--- src/rtl/apb_rr_master_if.sv ---
// Requester-side handshake and APB bus signals for apb_rr_master.
// The master modport is the arbiter's view; the slave modport is the view of
// everything around it (requesters plus the APB slave).
interface apb_rr_master_if;
  // Requester side, two requesters packed side by side (requester i on slice i)
  logic [1:0]  req_valid;
  logic [1:0]  req_write;
  logic [15:0] req_addr;
  logic [15:0] req_wdata;
  logic [1:0]  req_accept;
  logic [1:0]  rsp_valid;
  logic [7:0]  rsp_rdata;
  logic        rsp_err;

  // APB side
  logic        psel;
  logic        pen;
  logic        pwrite;
  logic [7:0]  paddr;
  logic [7:0]  pwdata;
  logic        pready;
  logic        pslverr;
  logic [7:0]  prdata;

  modport master (
    input  req_valid, req_write, req_addr, req_wdata, pready, pslverr, prdata,
    output req_accept, rsp_valid, rsp_rdata, rsp_err, psel, pen, pwrite, paddr, pwdata
  );

  modport slave (
    output req_valid, req_write, req_addr, req_wdata, pready, pslverr, prdata,
    input  req_accept, rsp_valid, rsp_rdata, rsp_err, psel, pen, pwrite, paddr, pwdata
  );
endinterface

--- src/rtl/apb_rr_master.sv ---
// Two-requester round-robin APB master: one transfer in flight, with a
// PREADY wait timer that aborts stuck transfers and reports them as errors.
module apb_rr_master #(
  parameter int unsigned TIMEOUT = 16  // legal range 1..255
) (
  input  logic               CLK,
  input  logic               RST_N,
  apb_rr_master_if.master    io_bus
);

  typedef enum logic [1:0] {
    StIdle   = 2'd0,
    StSetup  = 2'd1,
    StAccess = 2'd2
  } state_e;

  // Timer value in the ACCESS cycle that completes the TIMEOUT-th wait
  localparam logic [7:0] LP_WAIT_LAST = 8'(TIMEOUT - 1);

  state_e      r_state;
  state_e      w_state_d;

  logic        r_last;      // requester granted most recently
  logic        r_owner;     // requester currently in service
  logic        r_pwrite;
  logic [7:0]  r_paddr;
  logic [7:0]  r_pwdata;
  logic [7:0]  r_wait;
  logic [1:0]  r_rsp_valid;
  logic [7:0]  r_rsp_rdata;
  logic        r_rsp_err;

  logic        w_winner;
  logic        w_grant;
  logic        w_done;
  logic        w_abort;
  logic        w_psel;
  logic        w_pen;
  logic [1:0]  w_accept;
  logic [7:0]  w_sel_addr;
  logic [7:0]  w_sel_wdata;

  // Arbitration: a lone requester wins; on contention the one not served last wins
  always_comb begin
    w_winner = 1'b0;
    unique case (io_bus.req_valid)
      2'b01:   w_winner = 1'b0;
      2'b10:   w_winner = 1'b1;
      2'b11:   w_winner = ~r_last;
      default: w_winner = 1'b0;
    endcase
  end

  // Winner's request fields, selected from the packed requester buses
  always_comb begin
    w_sel_addr  = io_bus.req_addr[{w_winner, 3'b000} +: 8];
    w_sel_wdata = io_bus.req_wdata[{w_winner, 3'b000} +: 8];
  end

  // Next-state logic and APB control decode
  always_comb begin
    w_state_d = r_state;
    w_grant   = 1'b0;
    w_done    = 1'b0;
    w_abort   = 1'b0;
    w_psel    = 1'b0;
    w_pen     = 1'b0;
    unique case (r_state)
      StIdle: begin
        if (|io_bus.req_valid) begin
          w_grant   = 1'b1;
          w_state_d = StSetup;
        end
      end
      StSetup: begin
        w_psel    = 1'b1;
        w_state_d = StAccess;
      end
      StAccess: begin
        w_psel = 1'b1;
        w_pen  = 1'b1;
        if (io_bus.pready) begin
          w_done    = 1'b1;
          w_state_d = StIdle;
        end else if (r_wait == LP_WAIT_LAST) begin
          w_abort   = 1'b1;
          w_state_d = StIdle;
        end
      end
      default: w_state_d = StIdle;
    endcase
  end

  // Accept pulse is combinational with the grant but suppressed while in reset
  always_comb begin
    w_accept = 2'b00;
    if (w_grant && RST_N) begin
      w_accept = w_winner ? 2'b10 : 2'b01;
    end
  end

  // FSM state register
  always_ff @(posedge CLK) begin
    if (!RST_N) begin
      r_state <= StIdle;
    end else begin
      r_state <= w_state_d;
    end
  end

  // Latch the winning request and remember who was served
  always_ff @(posedge CLK) begin
    if (!RST_N) begin
      r_last   <= 1'b1;  // so requester 0 wins the first contention
      r_owner  <= 1'b0;
      r_pwrite <= 1'b0;
      r_paddr  <= 8'h00;
      r_pwdata <= 8'h00;
    end else if (w_grant) begin
      r_last   <= w_winner;
      r_owner  <= w_winner;
      r_pwrite <= io_bus.req_write[w_winner];
      r_paddr  <= w_sel_addr;
      r_pwdata <= w_sel_wdata;
    end
  end

  // Wait timer: cleared when a transfer enters SETUP, counts ACCESS cycles without PREADY
  always_ff @(posedge CLK) begin
    if (!RST_N) begin
      r_wait <= 8'h00;
    end else if (w_grant) begin
      r_wait <= 8'h00;
    end else if ((r_state == StAccess) && !io_bus.pready) begin
      r_wait <= r_wait + 8'h01;
    end
  end

  // Response: one-cycle valid pulse after completion/abort; data and error hold afterwards
  always_ff @(posedge CLK) begin
    if (!RST_N) begin
      r_rsp_valid <= 2'b00;
      r_rsp_rdata <= 8'h00;
      r_rsp_err   <= 1'b0;
    end else begin
      r_rsp_valid <= 2'b00;
      if (w_done || w_abort) begin
        r_rsp_valid <= r_owner ? 2'b10 : 2'b01;
        r_rsp_rdata <= (w_done && !r_pwrite) ? io_bus.prdata : 8'h00;
        r_rsp_err   <= w_abort ? 1'b1 : io_bus.pslverr;
      end
    end
  end

  assign io_bus.req_accept = w_accept;
  assign io_bus.rsp_valid  = r_rsp_valid;
  assign io_bus.rsp_rdata  = r_rsp_rdata;
  assign io_bus.rsp_err    = r_rsp_err;
  assign io_bus.psel       = w_psel;
  assign io_bus.pen        = w_pen;
  assign io_bus.pwrite     = r_pwrite;
  assign io_bus.paddr      = r_paddr;
  assign io_bus.pwdata     = r_pwdata;

endmodule

--- src/flat_wrapper.sv ---
// flat-port wrapper written by rule: the top's interface ports become plain ports
module apb_rr_master_flat 
#(
  parameter int unsigned TIMEOUT = 16                       
)
  (CLK, RST_N, io_bus_req_valid, io_bus_req_write, io_bus_req_addr, io_bus_req_wdata, io_bus_pready, io_bus_pslverr, io_bus_prdata, io_bus_req_accept, io_bus_rsp_valid, io_bus_rsp_rdata, io_bus_rsp_err, io_bus_psel, io_bus_pen, io_bus_pwrite, io_bus_paddr, io_bus_pwdata);
  apb_rr_master_if io_bus_i ();
  input  logic CLK;
  input  logic RST_N;
  input wire logic [$bits(io_bus_i.req_valid)-1:0] io_bus_req_valid;
  input wire logic [$bits(io_bus_i.req_write)-1:0] io_bus_req_write;
  input wire logic [$bits(io_bus_i.req_addr)-1:0] io_bus_req_addr;
  input wire logic [$bits(io_bus_i.req_wdata)-1:0] io_bus_req_wdata;
  input wire logic [$bits(io_bus_i.pready)-1:0] io_bus_pready;
  input wire logic [$bits(io_bus_i.pslverr)-1:0] io_bus_pslverr;
  input wire logic [$bits(io_bus_i.prdata)-1:0] io_bus_prdata;
  output wire logic [$bits(io_bus_i.req_accept)-1:0] io_bus_req_accept;
  output wire logic [$bits(io_bus_i.rsp_valid)-1:0] io_bus_rsp_valid;
  output wire logic [$bits(io_bus_i.rsp_rdata)-1:0] io_bus_rsp_rdata;
  output wire logic [$bits(io_bus_i.rsp_err)-1:0] io_bus_rsp_err;
  output wire logic [$bits(io_bus_i.psel)-1:0] io_bus_psel;
  output wire logic [$bits(io_bus_i.pen)-1:0] io_bus_pen;
  output wire logic [$bits(io_bus_i.pwrite)-1:0] io_bus_pwrite;
  output wire logic [$bits(io_bus_i.paddr)-1:0] io_bus_paddr;
  output wire logic [$bits(io_bus_i.pwdata)-1:0] io_bus_pwdata;
  assign io_bus_i.req_valid = io_bus_req_valid;
  assign io_bus_i.req_write = io_bus_req_write;
  assign io_bus_i.req_addr = io_bus_req_addr;
  assign io_bus_i.req_wdata = io_bus_req_wdata;
  assign io_bus_i.pready = io_bus_pready;
  assign io_bus_i.pslverr = io_bus_pslverr;
  assign io_bus_i.prdata = io_bus_prdata;
  assign io_bus_req_accept = io_bus_i.req_accept;
  assign io_bus_rsp_valid = io_bus_i.rsp_valid;
  assign io_bus_rsp_rdata = io_bus_i.rsp_rdata;
  assign io_bus_rsp_err = io_bus_i.rsp_err;
  assign io_bus_psel = io_bus_i.psel;
  assign io_bus_pen = io_bus_i.pen;
  assign io_bus_pwrite = io_bus_i.pwrite;
  assign io_bus_paddr = io_bus_i.paddr;
  assign io_bus_pwdata = io_bus_i.pwdata;
  apb_rr_master #(.TIMEOUT(TIMEOUT)) u_core (.CLK(CLK), .RST_N(RST_N), .io_bus(io_bus_i));
endmodule
--- config.mk ---
export PLATFORM = sky130hd
export DESIGN_NAME = apb_rr_master_flat
export DESIGN_NICKNAME = d
export VERILOG_FILES = /design/src/rtl/apb_rr_master_if.sv /design/src/rtl/apb_rr_master.sv /design/src/flat_wrapper.sv
export SDC_FILE = /design/constraint.sdc
export NUM_CORES = 1
export LEC_CHECK = 0
export BUFFER_PORTS_ARGS = -buffer_cell sky130_fd_sc_hd__buf_2
export CAP_MARGIN = 20
export CORE_MARGIN = 2
export CORE_UTILIZATION = 30
export CTS_BUF_LIST = sky130_fd_sc_hd__clkbuf_16
export CTS_CLUSTER_DIAMETER = 200
export CTS_CLUSTER_SIZE = 40
export DETAILED_ROUTE_END_ITERATION = 10
export GPL_TIMING_DRIVEN = 0
export SYNTH_ARGS = -nofsm -noshare
export SYNTH_HDL_FRONTEND = slang
export SYNTH_SLANG_ARGS = --single-unit
--- constraint.sdc ---
create_clock -name CLK -period 1.8 [get_ports CLK]
set_clock_uncertainty 0.05 [all_clocks]
set_input_delay 0.36 -clock CLK [delete_from_list [all_inputs] [get_ports CLK]]
set_output_delay 0.36 -clock CLK [all_outputs]
set_load 0.01 [all_outputs]
==> Word level (Yosys, flattened, before mapping) <==
Index checks and enable logic that the tools add are counted.
{ "word_totals": {"output_inout_bits": 32, "reg_bits": 40, "word_cells": 56, "input_bits": 48} }
{ "classes": {"bitwise_logic": 2, "muxes": 21, "n_eq_ne": 7, "addsub": 1, "n_reduce_logical": 12, "order_cmp": 1, "shifts": 2} }
{ "op_table": {"columns": ["cell", "n"], "rows": [
  ["$shiftx 16x5->8", 2],
  ["$mux 1", 12],
  ["$mux 2", 6],
  ["$add 8x1->8 const B", 1],
  ["$eq 8x4->1 const B", 1],
  ["$mux 8", 1],
  ["$eq 2x2->1 const B", 3],
  ["$pmux 2 s3", 1],
  ["$reduce_or 2->1", 3],
  ["$reduce_and 2->1", 2],
  ["$logic_and 1x1->1", 3],
  ["$ne 3x2->1 const B", 1],
  ["$eq 2x1->1 const B", 1],
  ["$logic_not 1->1", 2],
  ["$logic_not 2->1", 1],
  ["$lt 1x2->1 const B", 1],
  ["$ne 2x1->1 const B", 1],
  ["$not 1->1", 2],
  ["$pmux 1 s2", 1],
  ["$logic_or 1x1->1", 1]
]} }

==> Longest topological paths before layout <==
{ "logic_depth": {"depth_word": 6, "ltp_mapped": 7, "depth_no_buf": 5} }

==> Least setup slack after synthesis <==
OpenSTA, ideal clock, no wires.
{ "synth_timing": {"path_kind": "reg-to-reg", "from": "register u_core.r_state[0]", "to": "register u_core.r_wait[7]", "n_path_buf": 1, "path_stages_with_launch": 7, "setup_ns": 0.071, "t_arrival_ns": 1.646, "required_ns": 1.679, "slack_ns": 0.033, "synth_period_minus_slack_ns": 1.767, "cell_sequence": "dfxtp_1 -> inv_1 -> ha_1 -> clkbuf_1 -> nand4b_1 -> or4_1 -> a21oi_1"} }
{ "synth_via": {"elab_chain_len": 3, "word_cells_on_any_way": 5, "classes_between": "eq/ne: 1; mux: 1; reduce/logical: 3"} }
{ "synth_rtl": {"columns": ["item", "line", "source"], "rows": [
  ["start, declared", "apb_rr_master.sv:20", "state_e r_state;"],
  ["start signal, assigned", "apb_rr_master.sv:105", "r_state <= StIdle;"],
  ["start signal, assigned", "apb_rr_master.sv:107", "r_state <= w_state_d;"],
  ["$logic_not 2->1", "apb_rr_master.sv:68", "unique case (r_state)"],
  ["$mux 1", "apb_rr_master.sv:68", null],
  ["$reduce_or 2->1 (no source line)", null, null],
  ["end signal, assigned", "apb_rr_master.sv:135", "r_wait <= r_wait + 8'h01;"],
  ["end, declared", "apb_rr_master.sv:28", "logic [7:0] r_wait;"]
]} }
Several ways; a longest one is shown, not always the timed one.
A chain may end at the register's enable or synchronous reset.

==> Worst setup path in the final report <==
{ "layout_timing": {"from": "register u_core.r_state[0]", "to": "output io_bus_req_accept[1]"} }
{ "layout_via": {"elab_chain_len": 4} }
{ "layout_rtl": {"columns": ["item", "line", "source"], "rows": [
  ["$logic_not 2->1", "apb_rr_master.sv:68", null],
  ["$mux 1", "apb_rr_master.sv:68", null],
  ["$logic_and 1x1->1", "apb_rr_master.sv:97", "if (w_grant && RST_N) begin"],
  ["$mux 2", "apb_rr_master.sv:97", null],
  ["end, declared", "flat_wrapper.sv:17", "output wire logic [$bits(io_bus_i.req_accept)-1:0] io_bus_req_accept;"]
]} }
Every way passes these cells.

==> results_dict.tcl <==
set metrics [dict create \
    worst-setup-path-type "reg2out" \
    filler_free_cell_count_of_the_finished_design 350 \
    power.sequential.fraction_pct 42.5 \
    critical_path.cell_chain "inv_4 -> ha_4 -> nand3_1 -> a21oi_4 -> buf_6 -> buf_2" \
    timing_max_transition_violations_final 0 \
    power.switching_uw 713.3 \
    diodes_inserted 0 \
    setup_repair_after_global_routing_missed_its_margin "true" \
    placed_instances 334 \
    ctsRootBufferMaster "sky130_fd_sc_hd__clkbuf_16" \
    start_util_pct 31.50 \
    flow.area_growth_from_synthesis_pct 43.41 \
    dr_total_vias 1835 \
    ys_warn_count 0 \
    timing.max_slew.rel_slack_pct 57.25 \
    seq_area_frac_synth_pct 45.33 \
    chipWidth_um 80.74 \
    synthDominantAreaCellType "sky130_fd_sc_hd__dfxtp_1" \
    net_count_after_synthesis 236 \
    slew_at_the_pin_with_the_worst_max_slew_slack_ns 0.6398 \
    layout.cells.most_common "sky130_fd_sc_hd__buf_2" \
    drt_iter0_markers 80 \
    number_of_antenna_violations_at_the_first_check_in_global_routing 0 \
    proportion_of_layout_cells_with_a_drive_suffix_above_1_pct 39.57 \
    yosysUniqueCellTypes 38 \
    cts-root-to-sink-buffers 2 \
    mappedNetlistArea_um2 1767 \
    static-leakage-power_nw 1.216 \
    netlist.area_leader.share_pct 45.33 \
    setup_viol_count_final 0 \
    power.share.combinational_pct 24.4 \
    most-common-layout-cells "sky130_fd_sc_hd__buf_2, sky130_fd_sc_hd__dfxtp_1, sky130_fd_sc_hd__and3_1, sky130_fd_sc_hd__a221o_1, sky130_fd_sc_hd__nand2_1" \
    syn-instance-count 183 \
    row_count 27 \
    remaining_drc_errors 0 \
    numPortBuffers 79 \
    worst_setup_start_kind "flop" \
    avgSynthCellArea_um2 9.654 \
    post-dp-hpwl_um 3395 \
    postLayoutCellArea_um2 2534 \
    power_per_standard_cell_area_nw_per_um2 985.2 \
    cts_htree_levels 2 \
    insertion_delay_ns 0.28 \
    pwr-share-clk_pct 33.1 \
    grt_pass1_wl_um 8314 \
    final.min_clock_period_ns 1.773 \
    crit_path_dat_ns 1.36 \
    critical_path.max_fanout 4 \
    irDropWorstVdd_v 0.0004668 \
    total_nets_final 330 \
    cell_internal_pwr_mw 1.783 \
    tritoncts_num_sinks 40 \
    slowest_delay_ns 0.36 \
    grt_overflow_total 0 \
    final_hold_viol_count 0 \
    post_dp_cell_area_um2 2252 \
    drt-pass1-iter-count 4 \
    layout_worst_path_cycle_share_pct 98.48 \
    ant_nets 0 \
    worstSetupEndpointType "output port" \
    fmax_ghz 0.5641 \
    cells_taking_the_most_area_after_synthesis "sky130_fd_sc_hd__dfxtp_1, sky130_fd_sc_hd__a221o_1, sky130_fd_sc_hd__and3_1" \
    ys_seq_elements 40 \
    detail_route.vias_per_cell 5.243 \
    status "completed" \
    fin_setup_tns_ns 0 \
    timing.critical_path.max_delay_family "flip-flops" \
    first_global_vias 1757 \
    crit_required_ns 1.39 \
    average_wire_length_per_cell_after_detail_routing_um 14.14 \
    routed_wl_um 4948 \
    cts_inserted_buffers 5 \
    hold_class "in2reg" \
    crit_buf_inv 3 \
    die_area_um2 6519 \
    place.gp.congestion 0.7003 \
    critical_path.slowest_cell "sky130_fd_sc_hd__dfxtp_4" \
    utilization_pct 45.18 \
    r2r_setup_slack_ns 0.09 \
    total_grt_usage_pct 16.79 \
    die_height_um 80.74 \
    grt_start_max_net_pins 12 \
    core_area_um2 5608 \
    tritoncts "built" \
    cap_violations 0 \
    number_of_top_level_pins 80 \
    netSwitchingFraction_pct 28.57 \
    path_clk_slew_ns 0.05 \
]
-- Yosys cell counts, drive strengths merged --
| cell type | n |
|---|---|
| dfxtp | 40 |
| and2 | 1 |
| and4b | 2 |
| o2111ai | 10 |
| nor2 | 5 |
| nor3 | 1 |
| buf | 4 |
| o21ai | 6 |
| o221ai | 1 |
| clkinv | 1 |
| mux2i | 1 |
| or4 | 3 |
| a221o | 17 |
| a21oi | 8 |
| clkbuf | 9 |
| a21o | 1 |
| and3 | 17 |
| ha | 5 |
| nand4bb | 1 |
| nor2b | 1 |
| a32oi | 8 |
| o31ai | 1 |
| o21a | 1 |
| or3 | 5 |
| inv | 6 |
| nand4b | 1 |
| nand3b | 1 |
| nor3b | 1 |
| nor4 | 1 |
| nand3 | 6 |
| and4 | 1 |
| xnor2 | 2 |
| nand2 | 13 |
| nand4 | 2 |
-- power by group through the flow --
stage	clock network, mW	registers (mW)	logic [mW]
2_1_floorplan	0	1.10	0.264
4_1_cts	0.856	1.05	0.600
6_report	0.826	1.06	0.609
3_3_place_gp	0	1.07	0.525
5_1_grt	0.899	1.07	0.679
3_5_place_dp	0	1.06	0.535
-- metal layers --
metal  track usage [%]  share of wire (%)  vias to the layer above
met1             21.51                 46                      834
met3             4.444                9.1                       12
met5                 0                  0                        -
met4             9.153                2.4                        0
met2             25.75                 43                       80
li1                  -                  -                      909
-- path summary, 6_finish.rpt --
path / cells past startpoint / endpoint / startpoint
max: 6 / io_bus_req_accept[1] / u_core.r_state[0]
min: 3 / u_core.io_bus.rsp_rdata[6] / io_bus_prdata[6]
max reg2reg: 6 / u_core.r_wait[7] / u_core.r_state[0]
min reg2reg: 1 / u_core.r_owner / u_core.r_owner
-- stage by stage --
step	power, mW	hold slack, ns	setup slack, ns
2_1_floorplan	1.365	0.3842	0.03329
4_1_cts	2.511	0.2288	0.002908
3_5_place_dp	1.599	0.4114	-0.4173
3_3_place_gp	1.593	0.4012	-0.3830
6_report	2.496	0.2359	0.02739
5_1_grt	2.653	0.2405	-0.03826
-- cell families (layout without fill, tap and decap cells) --
logic type / after synthesis / after routing / synth area share [%]
AOI/OAI and AO/OA: 53 / 53 / 24.72
xor gates and xnor gates: 2 / 2 / 0.9917
adders and majority gates: 5 / 5 / 3.541
buffers and inverters: 20 / 115 / 4.391
DFF: 40 / 40 / 45.33
muxes: 1 / 1 / 0.5666
and+or+nand+nor: 62 / 62 / 20.47
-- registers in the layout (all words and copies together) (netlist names) --
name,cells
u_core.io_bus.pwrite,1
u_core.io_bus.rsp_err,1
u_core.io_bus.paddr,8
u_core.r_wait,8
u_core.r_owner,1
u_core.io_bus.pwdata,8
u_core.io_bus.rsp_rdata,8
u_core.io_bus.rsp_valid,2
u_core.r_last,1
u_core.r_state,2
-- what timing repair did --
action | 4_1_cts | 5_1_grt
endpoints found under the hold margin | 0 | 0
pin swaps | 1 | 2
cloned | 0 | 0
setup endpoints to repair | 30 | 12
hold buffers | 0 | 0
setup buffers | 7 | 1
gates resized for setup | 17 | 10
-- tightest hold or removal path: stages --
cell	delay (ns)
sky130_fd_sc_hd__buf_2	0.07
sky130_fd_sc_hd__a32oi_1	0.05
sky130_fd_sc_hd__nand2_1	0.05
-- final cells by class --
type	instances	area, µm²
inverter	7	31.28
tap	72	90.09
sequential	40	805.8
multi-input combinational	123	938.4
clock buffer	5	125.1
clock inverter	3	11.26
timing repair buffer	87	455.4
fill	577	3074
buffer	13	76.32
Note: power is estimated with default switching activity, not from simulation.
